===== src/rtl/cv32e40p_pkg.sv =====
// Shared core constants: register-file address layout and APU result width.
// The write-back buffer entry width is derived here so storage and muxing agree.
package cv32e40p_pkg;

    localparam int REGADDR_WIDTH    = 6;
    // Bit 5 of a register address selects the FP file (f[4:0]) over the GPR file (x[4:0]).
    localparam int REGADDR_FP_BIT   = 5;
    localparam int APU_RESULT_WIDTH = 32;

    function automatic int apu_wb_entry_width(input int flag_width);
        return flag_width + REGADDR_WIDTH + APU_RESULT_WIDTH;
    endfunction

endpackage


===== src/rtl/cv32e40p_fifo.sv =====
// Small first-word-fall-through FIFO: head entry is visible on data_o without a read cycle.
// The caller must not push into a full FIFO unless it pops in the same cycle.
module cv32e40p_fifo #(
    parameter int DEPTH      = 2,
    parameter int DATA_WIDTH = 32
) (
    input  logic                     clk_i,
    input  logic                     rst_n,
    input  logic                     push_i,
    input  logic                     pop_i,
    input  logic [DATA_WIDTH-1:0]    data_i,
    output logic [DATA_WIDTH-1:0]    data_o,
    output logic [$clog2(DEPTH):0]   count_o
);

    localparam int PTR_W = $clog2(DEPTH);

    logic [PTR_W-1:0]      r_wr_ptr;
    logic [PTR_W-1:0]      r_rd_ptr;
    logic [PTR_W:0]        r_count;
    logic [DATA_WIDTH-1:0] r_mem [DEPTH];

    // DEPTH is a power of two, so pointer overflow is the modulo-DEPTH wrap.
    always_ff @(posedge clk_i or negedge rst_n) begin
        if (!rst_n) begin
            r_wr_ptr <= '0;
            r_rd_ptr <= '0;
            r_count  <= '0;
        end else begin
            if (push_i) begin
                r_wr_ptr <= r_wr_ptr + 1'b1;
            end
            if (pop_i) begin
                r_rd_ptr <= r_rd_ptr + 1'b1;
            end
            case ({push_i, pop_i})
                2'b10:   r_count <= r_count + 1'b1;
                2'b01:   r_count <= r_count - 1'b1;
                default: r_count <= r_count;
            endcase
        end
    end

    always_ff @(posedge clk_i) begin
        if (push_i) begin
            r_mem[r_wr_ptr] <= data_i;
        end
    end

    assign data_o  = r_mem[r_rd_ptr];
    assign count_o = r_count;

endmodule


===== src/rtl/cv32e40p_apu_wb_buffer.sv =====
// Buffers APU results that lose register-file write-port arbitration, with a
// zero-latency bypass when nothing is queued. Results leave in arrival order.
module cv32e40p_apu_wb_buffer
    import cv32e40p_pkg::*;
#(
    parameter int DEPTH      = 2,
    parameter int FLAG_WIDTH = 5
) (
    input  logic                        clk_i,
    input  logic                        rst_n,
    input  logic                        apu_rvalid_i,
    input  logic [REGADDR_WIDTH-1:0]    apu_waddr_i,
    input  logic [APU_RESULT_WIDTH-1:0] apu_result_i,
    input  logic [FLAG_WIDTH-1:0]       apu_flags_i,
    input  logic                        wb_block_i,
    output logic                        apu_valid_o,
    output logic [REGADDR_WIDTH-1:0]    apu_waddr_o,
    output logic [APU_RESULT_WIDTH-1:0] apu_result_o,
    output logic [FLAG_WIDTH-1:0]       apu_flags_o,
    output logic                        apu_stall_o,
    output logic                        empty_o,
    output logic                        overflow_o
);

    localparam int ENTRY_W = apu_wb_entry_width(FLAG_WIDTH);
    localparam int CNT_W   = $clog2(DEPTH) + 1;

    logic [ENTRY_W-1:0]          w_push_data;
    logic [ENTRY_W-1:0]          w_head_data;
    logic [CNT_W-1:0]            w_count;
    logic [FLAG_WIDTH-1:0]       w_head_flags;
    logic [REGADDR_WIDTH-1:0]    w_head_waddr;
    logic [APU_RESULT_WIDTH-1:0] w_head_result;
    logic                        w_buf_empty;
    logic                        w_full;
    logic                        w_pop;
    logic                        w_push_req;
    logic                        w_drop;
    logic                        w_push;
    logic                        r_overflow;

    assign w_buf_empty = (w_count == '0);
    assign w_full      = (w_count == CNT_W'(DEPTH));

    // The head always drains first; an arriving result only bypasses an empty, unblocked buffer.
    assign w_pop       = ~w_buf_empty & ~wb_block_i;
    assign w_push_req  = apu_rvalid_i & (~w_buf_empty | wb_block_i);
    assign w_drop      = w_push_req & w_full & ~w_pop;
    assign w_push      = w_push_req & ~w_drop;

    assign w_push_data = {apu_flags_i, apu_waddr_i, apu_result_i};
    assign {w_head_flags, w_head_waddr, w_head_result} = w_head_data;

    cv32e40p_fifo #(
        .DEPTH      (DEPTH),
        .DATA_WIDTH (ENTRY_W)
    ) u_fifo (
        .clk_i   (clk_i),
        .rst_n   (rst_n),
        .push_i  (w_push),
        .pop_i   (w_pop),
        .data_i  (w_push_data),
        .data_o  (w_head_data),
        .count_o (w_count)
    );

    always_ff @(posedge clk_i or negedge rst_n) begin
        if (!rst_n) begin
            r_overflow <= 1'b0;
        end else if (w_drop) begin
            r_overflow <= 1'b1;
        end
    end

    assign apu_valid_o  = (~w_buf_empty | apu_rvalid_i) & ~wb_block_i;
    assign apu_waddr_o  = w_buf_empty ? apu_waddr_i  : w_head_waddr;
    assign apu_result_o = w_buf_empty ? apu_result_i : w_head_result;
    assign apu_flags_o  = w_buf_empty ? apu_flags_i  : w_head_flags;

    // Status decodes only the occupancy register, so no input reaches these combinationally.
    assign empty_o     = w_buf_empty;
    assign apu_stall_o = (w_count >= CNT_W'(DEPTH - 1));
    assign overflow_o  = r_overflow;

endmodule


===== config.mk =====
export PLATFORM = sky130hd
export DESIGN_NAME = cv32e40p_apu_wb_buffer
export DESIGN_NICKNAME = d
export VERILOG_FILES = /design/src/rtl/cv32e40p_pkg.sv /design/src/rtl/cv32e40p_fifo.sv /design/src/rtl/cv32e40p_apu_wb_buffer.sv
export SDC_FILE = /design/constraint.sdc
export NUM_CORES = 1
export LEC_CHECK = 0
export BUFFER_PORTS_ARGS = -buffer_cell sky130_fd_sc_hd__buf_2
export CORE_MARGIN = 8
export CORE_UTILIZATION = 40
export DETAILED_ROUTE_END_ITERATION = 8
export PLACE_DENSITY = 0.65
export REMOVE_ABC_BUFFERS = 1
export SLEW_MARGIN = 10
export SYNTH_ARGS = -nofsm -noshare
export SYNTH_HDL_FRONTEND = slang
export SYNTH_SLANG_ARGS = --single-unit

===== constraint.sdc =====
create_clock -name clk_i -period 8.8 [get_ports clk_i]
set_clock_uncertainty 0.2 [all_clocks]
set_input_delay 1.32 -clock clk_i [delete_from_list [all_inputs] [get_ports clk_i]]
set_output_delay 1.32 -clock clk_i [all_outputs]
set_load 0.01 [all_outputs]

==> metrics.txt, run 1 <==
CTS tree=yes; r2r endpoint=u_fifo.r_mem[1][0]$_DFFE_PP_; io pins=94; nets=397; Worst-Margin Slew=1.04 ns; CTS resizes=0; PwrDens=341 nW/um^2; core footprint=9240 sq um; Core Util, Final=48.7%; CP Launch Type=register; post-route clock period utilization=41.3%; crit path DAT=2.11 ns; vias in the first global route=2,397; cell area after synthesis=3810 sq um; Max Cap Viol=0; family with the most delay on the worst path=flip-flops; Crit path largest cell delay=0.75 ns; Final min period=3.63 ns; crit path max-delay cell type=dfrtp_2; H-tree Lvls=3; Worst Hold End=overflow_o$_DFFE_PN0P_; Die Ht=114 um; Leakage=1.79 nW; CP cell instances=buf_4 > mux2i_1 > o21ai_1 > buf_2; Setup WS post-layout=5.17 ns; clk sinks=91; routed via count=2,197; worst slack at placement=5.46 ns; RSZ-0062 raised after global routing=no; DR top layer=met4; die area=12,900 sq um; Antenna Cells=0; Crit. End Element=primary output; routed metal-1 wirelength=3.25 mm; fin cells=480; hold path startpoint=overflow_o$_DFFE_PN0P_; Setup TNS=0 ns; DRC=0; wire per inst=14.7 um; # hold bufs at CTS=0; initial antenna violation count=0; Seq/Total Area, Yosys=71.0%; critical path required time=7.28 ns; # rows=35; reg-to-reg startpoint=u_fifo.count_o[0]$_DFFE_PN0P_; clk slew on worst S/H paths=0.08 ns; hold path depth=1; worst vdd ir=170 uV; cell count after synthesis=255; DP HPWL=4.51 mm; layout cell share with drive strength beyond 1=32.8%; # fillers=824; Post-Place Cells=465; Port Buffer Count=93; register area=2710 sq um; area of the multi-input gates=953 sq um; Finish-stage setup viols=0; crit path max fanout=24; slew margin rel.=30.3%; critical path depth in cells=4; Antenna Nets Post-Route=0; post-synthesis average cell area=15.0 sq um; status=completed; r2r setup slk=5.97 ns; Crit path buffers/inverters=2; # Post-CTS Setup Buffers=0; DR pass1 iterations=4; Clock Path Buffers=2; Yosys warnings=0; Setup Crit Path Kind=reg -> out; Worst Hold Slack=0.280 ns; Chip Width=114 um; Hold Path Class=reg -> reg; first-pass GRT wire length=11.4 mm; Netlist cell types=22; initial core utilization=41.3%; Hold Violations, Final=0; Syn-to-layout area delta=18.0%; wire length on met2=3.27 mm; largest net degree at the start of global routing=92; Register-to-Register Path Depth=5; gpl congestion=0.664; GRT overflow=0; Vias/cell=4.58; DR WL met3=415 um; Slew Viols, Final=0; worst skew pair latency=0.33 ns; root buffer cell=clkbuf_8; max frequency=275 MHz; post-synthesis register bit count=91; total track usage=11.2%; Post-Route WL=7.04 mm; Num CTS Buffers=9; DRT iter0 DRCs=151
## power breakdown
group | switching (W) | internal (W) | leakage, nW
combinational | 0.000377 | 0.000254 | 0.847
clock | 0.000131 | 0.000128 | 0.0882
sequential | 0.0000492 | 0.000595 | 0.854
## final cells by class
class / count / share of cell area, %
timing repair buffer: 96 / 10.8
sequential: 91 / 60.2
inverter: 4 / 0.334
tap: 129 / 3.59
clock buffer: 11 / 2.92
multi-input combinational: 145 / 21.2
clock inverter: 4 / 0.945
## registers in the layout, indices dropped and copies added, names as in the netlist
| name | count |
|---|---|
| u_fifo.r_wr_ptr | 1 |
| u_fifo.count_o | 2 |
| overflow_o | 1 |
| u_fifo.r_mem | 86 |
| u_fifo.r_rd_ptr | 1 |
## how the worst max path moves through the flow
| stage | startpoint | slack (ns) | end |
|---|---|---|---|
| floorplan | u_fifo.count_o[0]$_DFFE_PN0P_ | 4.39 | u_fifo.r_mem[0][0]$_DFFE_PP_ |
| global placement | u_fifo.r_rd_ptr$_DFFE_PN0P_ | 5.45 | apu_result_o[17] |
| detailed placement | u_fifo.r_rd_ptr$_DFFE_PN0P_ | 5.46 | apu_result_o[17] |
| CTS | u_fifo.r_rd_ptr$_DFFE_PN0P_ | 5.06 | apu_waddr_o[1] |
| global route | u_fifo.count_o[0]$_DFFE_PN0P_ | 4.96 | apu_waddr_o[0] |
| finish | u_fifo.r_rd_ptr$_DFFE_PN0P_ | 5.17 | apu_waddr_o[1] |
## Yosys cell counts, drive strengths merged
cell type  instances  area (sq um)
inv                4          15.0
dfrtp              5           125
xor2               1          8.76
ha                 3          37.5
edfxtp            86          2580
a21oi              1          5.00
xnor2              3          33.8
o21ai             44           220
nor2               2          10.0
a31o               1          8.76
nand2             45           171
and3               1          6.26
mux2i             44           440
clkbuf             6          22.5
buf                9           126
## metrics by stage
step                      power (W)  cell area (sq um)
final                       0.00153               4500
after global routing        0.00165               4500
after CTS                   0.00157               4500
after detailed placement    0.00130               4330
after global placement      0.00130               4330
after floorplan             0.00106               3660
## cell usage in the layout, fill, tap and decap left out
cell / instances
a31o_1: 1
bufinv_16: 1
nor2_2: 1
mux2i_1: 44
buf_4: 3
nand2_2: 1
xnor2_2: 1
clkinv_1: 2
ha_1: 2
nand2_1: 44
clkbuf_8: 9
ha_2: 1
buf_2: 93
dfrtp_2: 1
inv_1: 3
inv_2: 1
xnor2_1: 2
and3_2: 1
clkinv_2: 1
edfxtp_1: 86
xor2_1: 1
nor2_4: 1
clkbuf_1: 2
o21ai_1: 44
a21oi_1: 1
dfrtp_1: 4
## per-layer routing
| metal | GRT usage [%] | vias up |
|---|---|---|
| met5 | 0 | - |
| met4 | 4.53 | 0 |
| met3 | 3.86 | 9 |
| met2 | 18.0 | 56 |
| met1 | 13.4 | 1018 |
| li1 | - | 1114 |
## cells by family (layout without fill, tap and decap cells)
kind of cell	after synthesis	after routing	synth area share, %
DFF	91	91	71.0
and+or+nand+nor	48	48	4.92
AOI/OAI and AO/OA	46	46	6.14
muxes	44	44	11.5
buffers and inverters	19	115	4.30
xor gates and xnor gates	4	4	1.12
adders and majority gates	3	3	0.984
Power figures use the tool's default switching activity.
==> run 2, diff against run 1 <==
==> constraint.sdc (replaced) <==
create_clock -name clk_i -period 3.8 [get_ports clk_i]
set_clock_uncertainty 0.2 [all_clocks]
set_input_delay 0.57 -clock clk_i [delete_from_list [all_inputs] [get_ports clk_i]]
set_output_delay 0.57 -clock clk_i [all_outputs]
set_load 0.01 [all_outputs]
==> metrics.txt, run 2 (synthesis results as in run 1) <==
status=completed; Worst Hold Slack=0.213 ns (-0.0666 ns); CP cell instances=inv_1 > ha_2 > buf_4 > nand2_1 > o21ai_1 > buf_2; Largest Register=u_fifo.r_mem; Post-Route WL=7.30 mm (+3.8%); Finish-stage setup viols=0 (unchanged); crit path max fanout=49 (+100%); die area=12,900 sq um (unchanged); Vias/cell=4.65 (+1.6%); root buffer cell=clkbuf_8; Antenna Nets Post-Route=0 (unchanged); commonest non-fill, non-tap cell in the layout=buf_2; clk slew on worst S/H paths=0.09 ns (about the same); Worst-Margin Slew=0.744 ns (-0.301 ns); Slew Viols, Final=0 (unchanged); Max Cap Viol=0 (unchanged); first-pass GRT wire length=11.8 mm (+3.7%); DRT iter0 DRCs=106 (-30%); Crit path largest cell delay=0.67 ns (-0.08 ns); critical path required time=3.03 ns (-4.25 ns); worst vdd ir=385 uV (+130%); Setup Crit Path Kind=reg -> out; clk sinks=91 (unchanged); layout cell share with drive strength beyond 1=33.8% (+1.0 points); DRC=0 (unchanged); gpl congestion=0.704 (+6.0%); wire per inst=15.1 um (+2.9%); r2r setup slk=1.17 ns (-4.80 ns); reg-to-reg startpoint=u_fifo.count_o[0]$_DFFE_PN0P_; io pins=94 (unchanged); Port Buffer Count=93 (unchanged); Register-to-Register Path Depth=5 (unchanged); Num CTS Buffers=9 (unchanged); Die Ht=114 um (unchanged); slew margin rel.=50.4% (+20 points); # fillers=804 (-2.4%); CTS tree=yes; Critical path destination=apu_result_o[24]; Chip Width=114 um (unchanged); Crit. End Element=primary output; crit path max-delay cell type=ha_2; Hold Violations, Final=0 (unchanged); initial core utilization=41.3% (unchanged); post-route clock period utilization=83.4%; core footprint=9240 sq um (unchanged); DP HPWL=4.94 mm (+9.5%); # rows=35 (unchanged); vias in the first global route=2,408 (+0.46%); crit path DAT=2.40 ns (+0.29 ns); CP Launch Type=register; most frequent cells in the layout=93 x buf_2, 86 x edfxtp_1, 44 x mux2i_1, 44 x nand2_1, 44 x o21ai_1; worst skew pair latency=0.35 ns (+0.02 ns); largest net degree at the start of global routing=50 (-46%); routed via count=2,250 (+2.4%); Syn-to-layout area delta=20.5%; Setup TNS=0 ns (unchanged); PwrDens=805 nW/um^2 (+140%); Worst setup startpoint=u_fifo.count_o[0]$_DFFE_PN0P_; Final min period=3.17 ns; Leakage=1.83 nW (+2.4%); total track usage=11.7% (+0.54 points); nets=400 (+0.76%); max reg flops=86 (unchanged); DR pass1 iterations=4 (unchanged); Antenna Cells=0 (unchanged); r2r endpoint=u_fifo.r_mem[1][0]$_DFFE_PP_; GRT overflow=0 (unchanged); RSZ-0062 raised after global routing=no; Clock Path Buffers=2 (unchanged); initial antenna violation count=0 (unchanged); Hold Path Class=in -> reg; CTS resizes=0 (unchanged); max frequency=316 MHz; H-tree Lvls=3 (unchanged)
-- run 2: cell count changes in the layout (fill, tap and decap cells not counted), sizes merged --
cell,change
bufinv,+1
dlygate4sd3,+1
clkbuf,-1
buf,+2
clkinv,+1
-- run 2: worst max-delay path, delay by kind of cell (launching register included) --
family,cells,cell delay [ns]
AO/OA/AOI/OAI,1,0.11
adder cells (fa/ha/maj),1,0.67
buffers and inverters,3,0.76
flip-flops,1,0.39
AND/OR/NAND/NOR,1,0.10
-- run 2: worst min-delay path by stage --
| stage | depth (start not counted) | from | slack, ns | endpoint |
|---|---|---|---|---|
| after floorplan | 0 | rst_n | 0.07 | overflow_o$_DFFE_PN0P_ |
| after global placement | 1 | rst_n | 0.20 | overflow_o$_DFFE_PN0P_ |
| after detailed placement | 1 | rst_n | 0.19 | overflow_o$_DFFE_PN0P_ |
| after CTS | 1 | apu_result_i[20] | 0.20 | u_fifo.r_mem[1][20]$_DFFE_PP_ |
| after global routing | 1 | apu_result_i[15] | 0.19 | u_fifo.r_mem[1][15]$_DFFE_PP_ |
| final | 1 | apu_flags_i[4] | 0.21 | u_fifo.r_mem[1][42]$_DFFE_PP_ |
-- run 2: metal layers --
metal / track usage, % / up-vias / wire (um)
li1: - / 1122 / -
met1: 14.2 / 1058 / 3180
met2: 18.6 / 60 / 3540
met3: 4.49 / 10 / 483
met4: 4.26 / 0 / 102
met5: 0 / - / 0
-- run 2: final cells by class --
type / instances / area [sq um] / area share, %
timing repair buffer: 99 / 538 / 11.7
clock inverter: 6 / 90.1 / 1.96
tap: 129 / 161 / 3.51
sequential: 91 / 2710 / 59.0
multi-input combinational: 145 / 953 / 20.8
inverter: 4 / 15.0 / 0.327
clock buffer: 10 / 128 / 2.78
-- run 2: per-stage QoR --
| stage | power, W | std cells | instance area (sq um) | util (%) | worst slack (ns) |
|---|---|---|---|---|---|
| detailed placement | 0.00306 | 467 | 4370 | 47.3 | 0.973 |
| global placement | 0.00303 | 467 | 4370 | 47.3 | 1.05 |
| CTS | 0.00377 | 484 | 4590 | 49.7 | 0.580 |
| global route | 0.00397 | 484 | 4590 | 49.7 | 0.340 |
| finish | 0.00370 | 484 | 4590 | 49.7 | 0.631 |
| floorplan | 0.00246 | 240 | 3660 | - | -0.611 |
-- run 2: repair_timing --
action	in CTS	in global routing
buffers inserted	0	0
hold buffers	1	0
endpoints found under the hold margin	5	0
-- run 2: power by group --
part	internal, W	switching, W	leakage (nW)
Clock	0.000372	0.000331	0.108
Combinational	0.000624	0.000897	0.870
Sequential	0.00137	0.000102	0.854
==> run 3, diff against run 2 <==
--- a/config.mk
+++ b/config.mk
@@ -9,7 +9,7 @@
 export CORE_MARGIN = 8
 export CORE_UTILIZATION = 40
 export DETAILED_ROUTE_END_ITERATION = 8
-export PLACE_DENSITY = 0.65
+export PLACE_DENSITY = 0.67
 export REMOVE_ABC_BUFFERS = 1
 export SLEW_MARGIN = 10
 export SYNTH_ARGS = -nofsm -noshare
==> constraint.sdc (replaced) <==
create_clock -name clk_i -period 2.75 [get_ports clk_i]
set_clock_uncertainty 0.2 [all_clocks]
set_input_delay 0.4125 -clock clk_i [delete_from_list [all_inputs] [get_ports clk_i]]
set_output_delay 0.4125 -clock clk_i [all_outputs]
set_load 0.01 [all_outputs]
==> metrics.txt, run 3 (synthesis results as in run 1) <==
status=completed; Die Ht=114 um (unchanged); largest net degree at the start of global routing=91 (+82%); initial core utilization=41.3% (unchanged); most frequent cells in the layout=93 x buf_2, 86 x edfxtp_1, 44 x mux2i_1, 44 x nand2_1, 44 x o21ai_1; Antenna Cells=0 (unchanged); worst skew pair latency=0.35 ns (about the same); Setup WS post-layout=0.407 ns (-0.224 ns); crit path DAT=1.73 ns (-0.67 ns); Port Buffer Count=93 (unchanged); max frequency=427 MHz; # fillers=842 (+4.7%); DRT iter0 DRCs=117 (+10%); CTS resizes=0 (unchanged); wire per inst=14.5 um (-3.9%); Slew Viols, Final=0 (unchanged); Vias/cell=4.65 (about the same); Hold Violations, Final=0 (unchanged); Final min period=2.34 ns; Antenna Nets Post-Route=0 (unchanged); critical path required time=2.14 ns (-0.89 ns); Crit. End Element=primary output; total power=0.00508 W (+37%); slew margin rel.=65.9% (+15 points); Setup TNS=0 ns (unchanged); initial antenna violation count=0 (unchanged); worst vdd ir=656 uV (+70%); Setup Crit Path Kind=reg -> out; Clock Path Buffers=2 (unchanged); Num CTS Buffers=9 (unchanged); total track usage=11.3% (-0.44 points); Finish-stage setup viols=0 (unchanged); Largest Register=u_fifo.r_mem; area of the multi-input gates=953 sq um (unchanged); clk slew on worst S/H paths=0.08 ns (about the same); Post-Route WL=7.01 mm (-3.9%); DP HPWL=4.78 mm (-3.2%); gpl congestion=0.693 (-1.5%); Hold Path Class=in -> reg; Leakage=1.83 nW (+0.11%); first-pass GRT wire length=11.6 mm (-2.0%); Syn-to-layout area delta=20.4% (about the same); io pins=94 (unchanged); commonest non-fill, non-tap cell in the layout=buf_2; # hold bufs at CTS=1 (unchanged); H-tree Lvls=3 (unchanged); post-route clock period utilization=85.2%; DR pass1 iterations=4 (unchanged); layout cell share with drive strength beyond 1=34.1% (+0.28 points); # rows=35 (unchanged); CTS tree=yes; DRC=0 (unchanged); clk sinks=91 (unchanged); GRT overflow=0 (unchanged); Worst-Margin Slew=0.512 ns (-0.232 ns); worst slack at placement=0.563 ns (-0.409 ns); Chip Width=114 um (unchanged); core footprint=9240 sq um (unchanged); nets=401 (+0.25%); vias in the first global route=2,356 (-2.2%); PwrDens=1110 nW/um^2 (+37%); CP Launch Type=register; die area=12,900 sq um (unchanged); Max Cap Viol=0 (unchanged); max reg flops=86 (unchanged); crit path max fanout=90 (+84%); register area=2710 sq um (unchanged); RSZ-0062 raised after global routing=no; # Post-CTS Setup Buffers=0 (unchanged); routed via count=2,252 (+0.089%); root buffer cell=clkbuf_8
==> run 3: worst paths after layout <==
check	from	end	cells past startpoint	slack, ns
max	u_fifo.count_o[0]$_DFFE_PN0P_	apu_result_o[1]	6	0.41
min	apu_result_i[1]	u_fifo.r_mem[0][1]$_DFFE_PP_	1	0.06
max reg2reg	u_fifo.count_o[0]$_DFFE_PN0P_	u_fifo.r_mem[1][25]$_DFFE_PP_	5	0.59
min reg2reg	overflow_o$_DFFE_PN0P_	overflow_o$_DFFE_PN0P_	1	0.27
max in group asynchronous	rst_n	u_fifo.r_rd_ptr$_DFFE_PN0P_	2	2.01
min in group asynchronous	rst_n	overflow_o$_DFFE_PN0P_	2	0.20
==> run 3: per-layer routing <==
metal / GRT usage [%] / vias up / part of all wire, %
met3: 4.28 / 11 / 7.0
li1: - / 1128 / -
met5: 0 / - / 0
met2: 17.8 / 63 / 46
met4: 4.26 / 0 / 1.1
met1: 13.7 / 1050 / 45
==> run 3: critical path, cell delays in order (launching register included) <==
cell,delay [ns]
dfrtp_1,0.39
inv_1,0.08
ha_2,0.21
buf_12,0.31
nand2_1,0.10
o21ai_1,0.11
buf_2,0.15
==> run 3: power by group <==
part | switching [W] | total [W] | leakage, nW | internal (W)
sequential | 0.0000860 | 0.00198 | 0.854 | 0.00190
combinational | 0.00128 | 0.00215 | 0.874 | 0.000869
clock | 0.000438 | 0.000943 | 0.106 | 0.000506
total | 0.00180 | 0.00508 | 1.83 | 0.00327
==> run 3: layout make-up <==
type	instances	area share, %
clock inverters	5	1.72
multi-input cells	145	20.8
well taps	129	3.52
inverters	4	0.327
clock buffers	10	2.78
flip-flops and latches	91	59.0
repair buffers	100	11.9
==> run 3: per-stage QoR <==
| step | instances | utilization (%) | instance area (sq um) | hold slack (ns) |
|---|---|---|---|---|
| 2_1_floorplan | 240 | - | 3660 | -0.0831 |
| 3_3_place_gp | 468 | 47.3 | 4370 | 0.0345 |
| 3_5_place_dp | 468 | 47.3 | 4370 | 0.0348 |
| 4_1_cts | 484 | 49.7 | 4590 | 0.0384 |
| 5_1_grt | 484 | 49.7 | 4590 | 0.0347 |
| 6_report | 484 | 49.7 | 4590 | 0.0605 |
